==> config.mk <==
export PLATFORM = sky130hd
export DESIGN_NAME = bram_scan_driver
export DESIGN_NICKNAME = d
export VERILOG_FILES = /design/src/rtl/bram_scan_driver.sv
export SDC_FILE = /design/constraint.sdc
export NUM_CORES = 1
export LEC_CHECK = 0
export ABC_AREA = 1
export CAP_MARGIN = 40
export CORE_MARGIN = 2
export CORE_UTILIZATION = 40
export DETAILED_ROUTE_END_ITERATION = 16
export SKIP_CTS_REPAIR_TIMING = 1
export SYNTH_ARGS = -nofsm -noshare
export SYNTH_HDL_FRONTEND = slang
export SYNTH_SLANG_ARGS = --single-unit
==> constraint.sdc <==
create_clock -name clk -period 2.15 [get_ports clk]
set_clock_uncertainty 0.05 [all_clocks]
set_input_delay 0.3225 -clock clk [delete_from_list [all_inputs] [get_ports clk]]
set_output_delay 0.3225 -clock clk [all_outputs]
set_load 0.05 [all_outputs]
==> src/rtl/bram_scan_driver.sv <==
// Initiator for one simple-dual-port block RAM: streams its contents out
// (dump mode) or writes a seeded pattern and reads it back (test mode).
module bram_scan_driver #(
  parameter int WID_MEM   = 1,
  parameter int DEPTH_MEM = 128,
  parameter int ADDR_W    = 7
) (
  input  logic               clk,
  input  logic               reset,
  input  logic               start,
  input  logic               mode,
  input  logic [WID_MEM-1:0] seed,
  output logic [ADDR_W-1:0]  mem_raddr,
  input  logic [WID_MEM-1:0] mem_dout,
  output logic [ADDR_W-1:0]  mem_waddr,
  output logic [WID_MEM-1:0] mem_din,
  output logic               mem_we,
  output logic               dump_valid,
  input  logic               dump_ready,
  output logic [ADDR_W-1:0]  dump_addr,
  output logic [WID_MEM-1:0] dump_data,
  output logic               busy,
  output logic               done,
  output logic [15:0]        err_count,
  output logic [ADDR_W-1:0]  first_err_addr
);

  localparam logic [2:0] IDLE     = 3'd0;
  localparam logic [2:0] DUMP_RD  = 3'd1;
  localparam logic [2:0] DUMP_OUT = 3'd2;
  localparam logic [2:0] WRITE    = 3'd3;
  localparam logic [2:0] VERIFY   = 3'd4;
  localparam logic [2:0] DONE     = 3'd5;

  localparam logic [ADDR_W-1:0] LAST = ADDR_W'(DEPTH_MEM - 1);

  logic [2:0]         state;
  logic [ADDR_W-1:0]  cnt;
  logic [ADDR_W-1:0]  raddr_q;
  logic               dump_valid_q;
  logic [ADDR_W-1:0]  dump_addr_q;
  logic [WID_MEM-1:0] dump_hold;
  logic               out_first;
  logic [WID_MEM-1:0] seed_q;
  logic               rd_done;
  logic               pend_valid;
  logic [WID_MEM-1:0] pend_exp;
  logic [ADDR_W-1:0]  pend_addr;
  logic [15:0]        err_q;
  logic [ADDR_W-1:0]  first_q;
  logic [WID_MEM-1:0] cnt_w;
  logic [WID_MEM-1:0] exp_now;

  // Counter bits folded into the pattern: truncated or zero-extended to the word.
  generate
    if (WID_MEM <= ADDR_W) begin : g_trunc
      assign cnt_w = cnt[WID_MEM-1:0];
    end else begin : g_ext
      assign cnt_w = {{(WID_MEM-ADDR_W){1'b0}}, cnt};
    end
  endgenerate

  assign exp_now = seed_q ^ cnt_w;

  always_ff @(posedge clk or negedge reset) begin
    if (!reset) begin
      state        <= IDLE;
      cnt          <= '0;
      raddr_q      <= '0;
      dump_valid_q <= 1'b0;
      dump_addr_q  <= '0;
      dump_hold    <= '0;
      out_first    <= 1'b0;
      seed_q       <= '0;
      rd_done      <= 1'b0;
      pend_valid   <= 1'b0;
      pend_exp     <= '0;
      pend_addr    <= '0;
      err_q        <= '0;
      first_q      <= '0;
    end else begin
      case (state)
        IDLE, DONE: begin
          if (start) begin
            state      <= mode ? WRITE : DUMP_RD;
            cnt        <= '0;
            err_q      <= '0;
            first_q    <= '0;
            seed_q     <= seed;
            rd_done    <= 1'b0;
            pend_valid <= 1'b0;
            if (!mode) raddr_q <= '0;
          end
        end
        DUMP_RD: begin
          state        <= DUMP_OUT;
          dump_valid_q <= 1'b1;
          dump_addr_q  <= cnt;
          out_first    <= 1'b1;
        end
        DUMP_OUT: begin
          // The first beat cycle passes mem_dout straight through; the held copy covers stalls.
          out_first <= 1'b0;
          if (out_first) dump_hold <= mem_dout;
          if (dump_ready) begin
            dump_valid_q <= 1'b0;
            if (cnt == LAST) begin
              state <= DONE;
            end else begin
              cnt     <= cnt + ADDR_W'(1);
              raddr_q <= cnt + ADDR_W'(1);
              state   <= DUMP_RD;
            end
          end
        end
        WRITE: begin
          if (cnt == LAST) begin
            cnt        <= '0;
            raddr_q    <= '0;
            rd_done    <= 1'b0;
            pend_valid <= 1'b0;
            state      <= VERIFY;
          end else begin
            cnt <= cnt + ADDR_W'(1);
          end
        end
        VERIFY: begin
          // Read issued this cycle is compared next cycle against the delayed expectation.
          pend_valid <= !rd_done;
          pend_exp   <= exp_now;
          pend_addr  <= cnt;
          if (!rd_done) begin
            if (cnt == LAST) begin
              rd_done <= 1'b1;
            end else begin
              cnt     <= cnt + ADDR_W'(1);
              raddr_q <= cnt + ADDR_W'(1);
            end
          end else begin
            state <= DONE;
          end
          if (pend_valid && (mem_dout != pend_exp)) begin
            if (err_q != 16'hFFFF) err_q <= err_q + 16'd1;
            if (err_q == 16'd0) first_q <= pend_addr;
          end
        end
        default: state <= IDLE;
      endcase
    end
  end

  // Write strobe decodes straight from state so an async reset kills it at once.
  assign mem_we         = (state == WRITE);
  assign mem_waddr      = cnt;
  assign mem_din        = exp_now;
  assign mem_raddr      = raddr_q;
  assign dump_valid     = dump_valid_q;
  assign dump_addr      = dump_addr_q;
  assign dump_data      = out_first ? mem_dout : dump_hold;
  assign busy           = (state != IDLE) && (state != DONE);
  assign done           = (state == DONE);
  assign err_count      = err_q;
  assign first_err_addr = first_q;

endmodule

==> qor.csv, run 1 <==
metric,value,unit
grt_max_degree,62,
cp.arrival,1.69,ns
power.total,4.58,mW
hold_class,reg2reg,
r2r_slack,0.31,ns
dr.pass1.iters,5,
fin_nets,519,
wire_per_inst,12.3,µm
initial_core_util,0.408,
clock-sinks,61,
ant_nets,0,
design.core.area,0.00809,mm²
cts_tree,done,
routed_wl,7.64,mm
dieArea,0.00900,mm²
synth_cells,439,
yosys_warnings,0,
avgSynthCellArea,7.52,µm²
antennaDiodeCount,0,
fp.dieW,94.9,µm
seq_power_share,0.314,
stdcell_count,619,
power.density,1070,mW/mm²
gp_congestion,0.934,
finalSetupViolCount,0,
root_buffer,clkbuf_8,
leakage,1.98,nW
fp-row-count,33,
grt-ovfl-total,0,
min_period_over_period,0.959,
grt_pass1_wl,13.0,mm
drt_iter0_drc,189,
cts_made_buffers,9,
layout_min_cycle_time,2.06,ns
place_inst,602,
critical_path_class,reg2out,
power.switching,1.99,mW
status,finished clean,
htree_levels,3,
ios,57,
fmax,0.485,GHz
drive_gt1_frac,0.111,
synth_seq_area_share,0.462,
slew_headroom,0.653,
ys_types,27,
fill_cells,774,
crit_fanout,6,
drc,0,
swShare,0.434,
ys_ff_latch,61,
cp-end-kind,output pin,
drt-vias-per-instance,4.83,
holdWs,0.422,ns
drv_slew,0,
fin_tns_setup,0,ns
cap_viol_max_count,0,
grt_pass1_vias,2826,
cp.required,1.78,ns
dpl.hpwl,5.57,mm
clockPowerShare,0.245,
combPwrFrac,0.441,
clk_latency,0.33,ns
clockBufferDepth,2,
antenna_found_initial,0,
port-buffer-count,56,
rsz0062_at_grt,false,
area_growth,29.1,%
hold_viol_final,0,
syn_area,0.00330,mm²
cp-start-kind,flip-flop,
ir_drop,739,µV
worst_slew_pin_slew,0.518,ns
path_clk_slew,0.07,ns
via_count,2991,
chipHeight,94.9,µm
grt_usage,0.183,
p_int,2.59,mW
synth_nets,449,
-- final timing paths --
| kind | from | end | cells past startpoint |
|---|---|---|---|
| worst max-delay path | mem_waddr[0] | mem_waddr[0] | 2 |
| worst min-delay path | first_err_addr[5] | first_err_addr[5] | 2 |
| worst max register to register | state[1] | err_count[7] | 8 |
| worst min register to register | first_err_addr[5] | first_err_addr[5] | 2 |
| max in group asynchronous | reset | err_count[14] | 3 |
| min in group asynchronous | reset | err_count[11] | 3 |
-- synth_stat cells --
library cell / count / area share
clkbuf_1: 2 / 0.0023
nor2_4: 3 / 0.010
xnor2_1: 1 / 0.0027
nand2_2: 4 / 0.0076
inv_1: 45 / 0.051
buf_8: 1 / 0.0045
or2_2: 2 / 0.0038
o211ai_1: 2 / 0.0045
o21ai_1: 11 / 0.017
xor2_1: 7 / 0.019
buf_2: 2 / 0.0030
nand4_1: 7 / 0.013
ha_1: 3 / 0.011
o21ai_0: 32 / 0.049
dfrtp_1: 61 / 0.46
nand2_4: 1 / 0.0034
buf_6: 2 / 0.0068
nand3b_1: 8 / 0.018
nand3_1: 28 / 0.042
nand3_2: 3 / 0.0091
o21ai_2: 7 / 0.019
nor2_2: 4 / 0.0076
nor2_1: 40 / 0.045
nand2_1: 153 / 0.17
inv_2: 3 / 0.0034
nor3_1: 2 / 0.0030
a21oi_1: 5 / 0.0076
-- layer usage --
layer | wire [µm] | vias up | global-route usage
li1 | - | 1539 | -
met1 | 3690 | 1382 | 0.256
met2 | 3550 | 62 | 0.286
met3 | 330 | 8 | 0.0327
met4 | 68 | 0 | 0.0652
met5 | 0 | - | 0
-- stage by stage --
stage,utilization,area [µm²],worst slack [ns]
6_report,0.527,4260,0.0884
5_1_grt,0.527,4260,0.0137
4_1_cts,0.526,4250,0.0703
3_5_place_dp,0.499,4040,0.202
3_3_place_gp,0.499,4040,0.234
2_1_floorplan,-,3300,0.110
-- state kept, by name, indices dropped and copies added, names as in the netlist --
signal          flops
seed_q              1
pend_valid          1
err_count          16
pend_addr           7
dump_hold           1
dump_valid          1
mem_raddr           7
mem_waddr           7
rd_done             1
pend_exp            1
state               3
out_first           1
first_err_addr      7
dump_addr           7
-- area by class of cell --
type                            instances  area (µm²)  share of cell area
Multi-Input combinational cell        323        1540               0.361
Sequential cell                        61        1530               0.358
Timing Repair Buffer                   66         671               0.157
Inverter                               48         180              0.0423
Tap cell                              105         131              0.0308
Clock buffer                           10         128              0.0299
Clock inverter                          6        87.6              0.0205
-- logic make-up (layout without fill, tap and decap cells) --
| kind of cell | count (synthesis) | count (layout) | synth area share |
|---|---|---|---|
| fa+ha+maj | 3 | 3 | 0.0114 |
| compound gates | 57 | 57 | 0.0959 |
| buf+inv | 55 | 130 | 0.0712 |
| flops | 61 | 61 | 0.462 |
| xor+xnor | 8 | 8 | 0.0212 |
| simple gates | 255 | 255 | 0.338 |
-- power by group through the flow --
stage | clock (mW) | combinational (mW) | sequential [mW]
global placement | 0 | 2.03 | 1.46
global route | 1.20 | 2.23 | 1.46
finish | 1.12 | 2.02 | 1.44
detailed placement | 0 | 2.04 | 1.46
floorplan | 0 | 1.20 | 1.70
CTS | 1.15 | 2.04 | 1.44
-- worst max-delay path, stage by stage, from the launching register on --
cell,delay (ns)
dfrtp_1,0.36
buf_4,0.16
clkdlybuf4s50_1,0.83
-- layout by cell type (no fill, tap or decap), drive strengths merged --
master,n
nor3,2
nand3b,8
dfrtp,61
clkdlybuf4s50,50
o211ai,2
a21oi,5
xor2,7
clkbuf,10
inv,48
nand2,158
nand3,31
buf,15
bufinv,2
nand4,7
clkinv,4
dlygate4sd3,1
o21ai,50
xnor2,1
ha,3
nor2,47
or2,2
Note: power is estimated with default switching activity, not from simulation.
==> run 2, diff against run 1 <==
--- a/config.mk
+++ b/config.mk
@@ -10,6 +10,7 @@
 export CORE_MARGIN = 2
 export CORE_UTILIZATION = 40
 export DETAILED_ROUTE_END_ITERATION = 16
+export PLACE_DENSITY = 0.75
 export SKIP_CTS_REPAIR_TIMING = 1
 export SYNTH_ARGS = -nofsm -noshare
 export SYNTH_HDL_FRONTEND = slang
==> run 2 against run 1 <==
  * Sequential share of layout area is 0.43 points higher
  * Via count fell by 0.33%
  * Clock-buffer cell count up 3
  * Non-clock buffer count decreased by 3
  * Register-to-register slack lost 0.05 ns
  * Critical endpoint is now err_count[3]
  * Largest power group unchanged
  * Highest routed layer unchanged
==> qor.csv, run 2 (synthesis results as in run 1) <==
metric,value,unit,change
status,finished clean,,
grt_usage,0.184,,+0.000614
cpMaxStageDelayCell,clkdlybuf4s50_1,,
grt_max_degree,31,,-50%
drc,0,,unchanged
cp.arrival,1.69,ns,about the same
multiInputGateArea,0.00154,mm²,unchanged
layout_min_cycle_time,2.07,ns,+0.00513 ns
drt_iter0_drc,131,,-31%
min_period_over_period,0.961,,+0.00239
crit_chain,clkdlybuf4s50_1,,
initial_core_util,0.408,,unchanged
clockBufferDepth,2,,unchanged
clk_latency,0.35,ns,+0.02 ns
cp-start-kind,flip-flop,,
cp_num_buf_inv,1,,-1
r2r_cells,8,,unchanged
slew_headroom,0.648,,-0.00511
fmax,0.484,GHz,-0.25%
cap_viol_max_count,0,,unchanged
via_count,2981,,-0.33%
path_depth,1,,-1
rsz0062_at_grt,false,,
leakage,1.96,nW,-1.4%
antenna_found_initial,0,,unchanged
gp_congestion,0.856,,-8.4%
cpPeakStageDelay,0.86,ns,+0.03 ns
fill_cells,820,,+5.9%
r2r-start,mem_waddr[1],,
cts_tree,done,,
root_buffer,clkbuf_8,,
area_growth,27.6,%,
antennaDiodeCount,0,,unchanged
drv_slew,0,,unchanged
dpl.hpwl,5.75,mm,+3.1%
critical_path_class,reg2out,,
dieArea,0.00900,mm²,unchanged
cp-end-kind,output pin,,
seq_area,0.00153,mm²,unchanged
fp.dieW,94.9,µm,unchanged
fin_nets,516,,-0.58%
mostFrequentLayoutCells,"nand2_1, dfrtp_1, clkdlybuf4s50_1",,
crit_end,err_count[3],,
htree_levels,3,,unchanged
chipHeight,94.9,µm,unchanged
largest_reg_flops,16,,unchanged
wire_per_inst,12.4,µm,+0.75%
ant_nets,0,,unchanged
grt_pass1_wl,12.8,mm,-1.4%
worst_slack,0.0832,ns,-0.00513 ns
fin_tns_setup,0,ns,unchanged
cp.required,1.78,ns,about the same
design.core.area,0.00809,mm²,unchanged
hold_class,in2async,,
port-buffer-count,56,,unchanged
worst_slew_pin_slew,0.526,ns,+0.00764 ns
dr.pass1.iters,5,,unchanged
crit_start,err_count[3],,
ios,57,,unchanged
critPathTopFamily,buffers and inverters,,
r2r_slack,0.26,ns,-0.05 ns
hold_viol_final,0,,unchanged
clock-sinks,61,,unchanged
ir_drop,557,µV,-25%
fp-row-count,33,,unchanged
routed_wl,7.66,mm,+0.26%
r2r-end,mem_waddr[3],,
grt_pass1_vias,2769,,-2.0%
finalSetupViolCount,0,,unchanged
drt-vias-per-instance,4.84,,+0.15%
grt-ovfl-total,0,,unchanged
crit_fanout,7,,+1
power.density,1050,mW/mm²,-2.6%
path_clk_slew,0.07,ns,about the same
final_common_cell,nand2_1,,
cts_made_buffers,9,,unchanged
drive_gt1_frac,0.106,,-0.00522
dp_slack,0.224,ns,+0.0225 ns
-- run 2: per-layer routing --
metal / up-vias / track usage / share of wire
met3: 14 / 0.0503 / 0.054
li1: 1525 / - / -
met1: 1362 / 0.238 / 0.46
met2: 80 / 0.297 / 0.47
met5: - / 0 / 0
met4: 0 / 0.0640 / 0.016
-- run 2: worst min path at each step --
stage | startpoint | to | slack, ns | cells past startpoint
after detailed placement | reset | err_count[3] | 0.22 | 1
final | reset | err_count[1] | 0.37 | 2
after global placement | reset | err_count[3] | 0.21 | 1
after floorplan | reset | dump_addr[0] | -0.02 | 0
after global routing | reset | err_count[1] | 0.40 | 2
after CTS | reset | err_count[1] | -0.16 | 1
-- run 2: worst register-to-register path: cells and delay by family, from the launching register on --
family	cells	cell delay [ns]
compound gates	1	0.07
fa+ha+maj	1	0.23
simple gates	6	1.00
flops	1	0.40
-- run 2: area by class of cell --
| type | count | area share |
|---|---|---|
| Multi-Input combinational cell | 323 | 0.365 |
| Sequential cell | 61 | 0.362 |
| Timing Repair Buffer | 63 | 0.154 |
| Inverter | 48 | 0.0428 |
| Clock buffer | 13 | 0.0401 |
| Tap cell | 105 | 0.0312 |
| Clock inverter | 3 | 0.00445 |
-- run 2: report_power, final --
| group | total [mW] | internal [mW] | leakage (nW) | switching (mW) |
|---|---|---|---|---|
| combinational | 1.98 | 0.593 | 1.03 | 1.38 |
| clock | 0.978 | 0.512 | 0.0994 | 0.467 |
| sequential | 1.45 | 1.31 | 0.831 | 0.140 |
-- run 2: stage by stage --
stage	cells	utilization	hold WS (ns)	power (mW)	cell area [µm²]
2_1_floorplan	439	-	-0.0231	2.90	3300
3_3_place_gp	599	0.496	0.207	3.42	4020
3_5_place_dp	599	0.496	0.221	3.45	4020
4_1_cts	615	0.519	-0.162	4.44	4200
5_1_grt	616	0.521	0.399	4.71	4210
6_report	616	0.521	0.367	4.41	4210
==> run 3, diff against run 2 <==
--- a/config.mk
+++ b/config.mk
@@ -10,7 +10,7 @@
 export CORE_MARGIN = 2
 export CORE_UTILIZATION = 40
 export DETAILED_ROUTE_END_ITERATION = 16
-export PLACE_DENSITY = 0.75
+export PLACE_DENSITY = 0.78
 export SKIP_CTS_REPAIR_TIMING = 1
 export SYNTH_ARGS = -nofsm -noshare
 export SYNTH_HDL_FRONTEND = slang
==> constraint.sdc (replaced) <==
create_clock -name clk -period 1.85 [get_ports clk]
set_clock_uncertainty 0.05 [all_clocks]
set_input_delay 0.2775 -clock clk [delete_from_list [all_inputs] [get_ports clk]]
set_output_delay 0.2775 -clock clk [all_outputs]
set_load 0.05 [all_outputs]
==> run 3 against run 2 <==
  * Setup slack got worse by 0.041 ns
  * Sequential cell count stayed put
  * Combinational power is 36% higher
  * Total power grew 28%
  * Cell area rose by 2.2%
  * Register-to-register slack got worse by 0.15 ns
==> qor.csv, run 3 (synthesis results as in run 1) <==
metric,value,unit,change
clockBufferDepth,2,,unchanged
largest_reg_flops,16,,unchanged
dr.pass1.iters,5,,unchanged
rsz0062_at_grt,false,,
power.density,1300,mW/mm²,+25%
ant_nets,0,,unchanged
drive_gt1_frac,0.237,,+0.131
holdWs,0.403,ns,+0.0360 ns
grt_usage,0.194,,+0.00980
fp.dieW,94.9,µm,unchanged
clk_latency,0.35,ns,about the same
ios,57,,unchanged
cp.arrival,1.48,ns,-0.21 ns
wire_per_inst,12.9,µm,+4.0%
finalSetupViolCount,0,,unchanged
swShare,0.448,,-0.00415
fin_nets,528,,+2.3%
cts_made_buffers,9,,unchanged
leakage,2.13,nW,+9.0%
slew_headroom,0.661,,+0.0123
path_clk_slew,0.08,ns,about the same
final_common_cell,nand2_1,,
fill_cells,791,,-3.5%
port-buffer-count,56,,unchanged
drc,0,,unchanged
fmax,0.553,GHz,
ir_drop,1150,µV,+110%
crit_chain,inv_1 -> nand3_1 -> nand2_2 -> inv_1 -> buf_12,,
clockPowerShare,0.219,,-0.003
cp-end-kind,output pin,,
grt_pass1_vias,2981,,+7.7%
antennaDiodeCount,0,,unchanged
routed_wl,8.12,mm,+6.0%
crit_fanout,7,,unchanged
drt_iter0_drc,177,,+35%
r2r_slack,0.11,ns,-0.15 ns
min_period_over_period,0.977,,
chipHeight,94.9,µm,unchanged
dpl.hpwl,5.93,mm,+3.2%
p_int,3.10,mW,+28%
combPwrFrac,0.478,,+0.029
antenna_found_initial,0,,unchanged
fp-row-count,33,,unchanged
via_count,3121,,+4.7%
worst_slew_pin_slew,0.508,ns,-0.0177 ns
grt_max_degree,62,,+100%
power.switching,2.51,mW,+26%
root_buffer,clkbuf_8,,
seq_power_share,0.303,,-0.026
grt_pass1_wl,13.7,mm,+7.0%
cp_num_buf_inv,3,,+2
cts_tree,done,,
initial_core_util,0.408,,unchanged
design.core.area,0.00809,mm²,unchanged
area_growth,30.4,%,
critical_path_class,reg2out,,
grt-ovfl-total,0,,unchanged
gp_congestion,0.870,,+1.6%
htree_levels,3,,unchanged
critPathTopFamily,flip-flops,,
drv_slew,0,,unchanged
cp.required,1.52,ns,-0.26 ns
layout_min_cycle_time,1.81,ns,
hold_class,in2async,,
cp-start-kind,flip-flop,,
path_common_cell,inv_1,,
dieArea,0.00900,mm²,unchanged
cpMaxStageDelayCell,dfrtp_2,,
power.total,5.62,mW,+28%
hold_viol_final,0,,unchanged
drt-vias-per-instance,4.97,,+2.7%
status,finished clean,,
mostFrequentLayoutCells,"nand2_1, buf_4, dfrtp_1",,
cap_viol_max_count,0,,unchanged
clock-sinks,61,,unchanged
cpPeakStageDelay,0.48,ns,-0.38 ns
## run 3: changes by cell type in the layout (fill, tap and decap cells not counted), moves of 3 or more
cell,change
buf_12,+5
buf_4,+51
clkbuf_8,-3
clkdlybuf4s50_1,-45
dfrtp_1,-7
dfrtp_2,+7
inv_6,+3
nor2_1,-3
## run 3: worst paths after layout
check | to | from | depth (start not counted)
setup / recovery | busy | state[1] | 5
max in group asynchronous | mem_waddr[0] | reset | 3
hold / removal | err_count[11] | reset | 3
setup reg to reg | err_count[0] | state[1] | 9
hold reg to reg | mem_raddr[5] | mem_raddr[5] | 2
min in group clk | mem_raddr[5] | mem_raddr[5] | 2
## run 3: area by class of cell
type	count	area, µm²	share of cell area
multi-input combinational	323	1560	0.362
tap	105	131	0.0305
inverter	48	183	0.0424
clock buffer	9	124	0.0288
sequential	61	1540	0.357
timing repair buffer	75	693	0.161
clock inverter	7	81.3	0.0189
## run 3: per-stage QoR
step / setup TNS (ns) / cells / setup WS, ns / area (µm²) / util
5_1_grt: 0 / 628 / 0.00186 / 4310 / 0.532
4_1_cts: -0.108 / 623 / -0.0989 / 4240 / 0.524
2_1_floorplan: 0 / 439 / 0.000208 / 3310 / -
3_5_place_dp: 0 / 607 / 0.0920 / 4030 / 0.498
3_3_place_gp: 0 / 607 / 0.135 / 4030 / 0.498
6_report: 0 / 628 / 0.0419 / 4310 / 0.532
## run 3: layer usage
layer	vias to the layer above	part of all wire	wire, µm	track usage
met5	-	0	0	0
met4	0	0.016	132	0.0592
met3	13	0.060	484	0.0567
met2	80	0.48	3900	0.319
met1	1475	0.44	3600	0.247
li1	1553	-	-	-
## run 3: worst reg2reg max path, cell delays in order, from the launching register on
cell	delay [ns]
dfrtp_2	0.48
nor2_2	0.15
nand2_2	0.16
buf_4	0.18
nor2_1	0.17
nor2_4	0.08
nand2_4	0.12
buf_12	0.14
nand2_1	0.05
o21ai_1	0.08
## run 3: power groups by stage
stage               registers, mW  clock network [mW]  logic (mW)
global placement             1.69                   0        2.52
CTS                          1.69                1.26        2.60
global route                 1.73                1.33        2.91
floorplan                    1.98                   0        1.39
finish                       1.70                1.23        2.69
detailed placement           1.71                   0        2.58
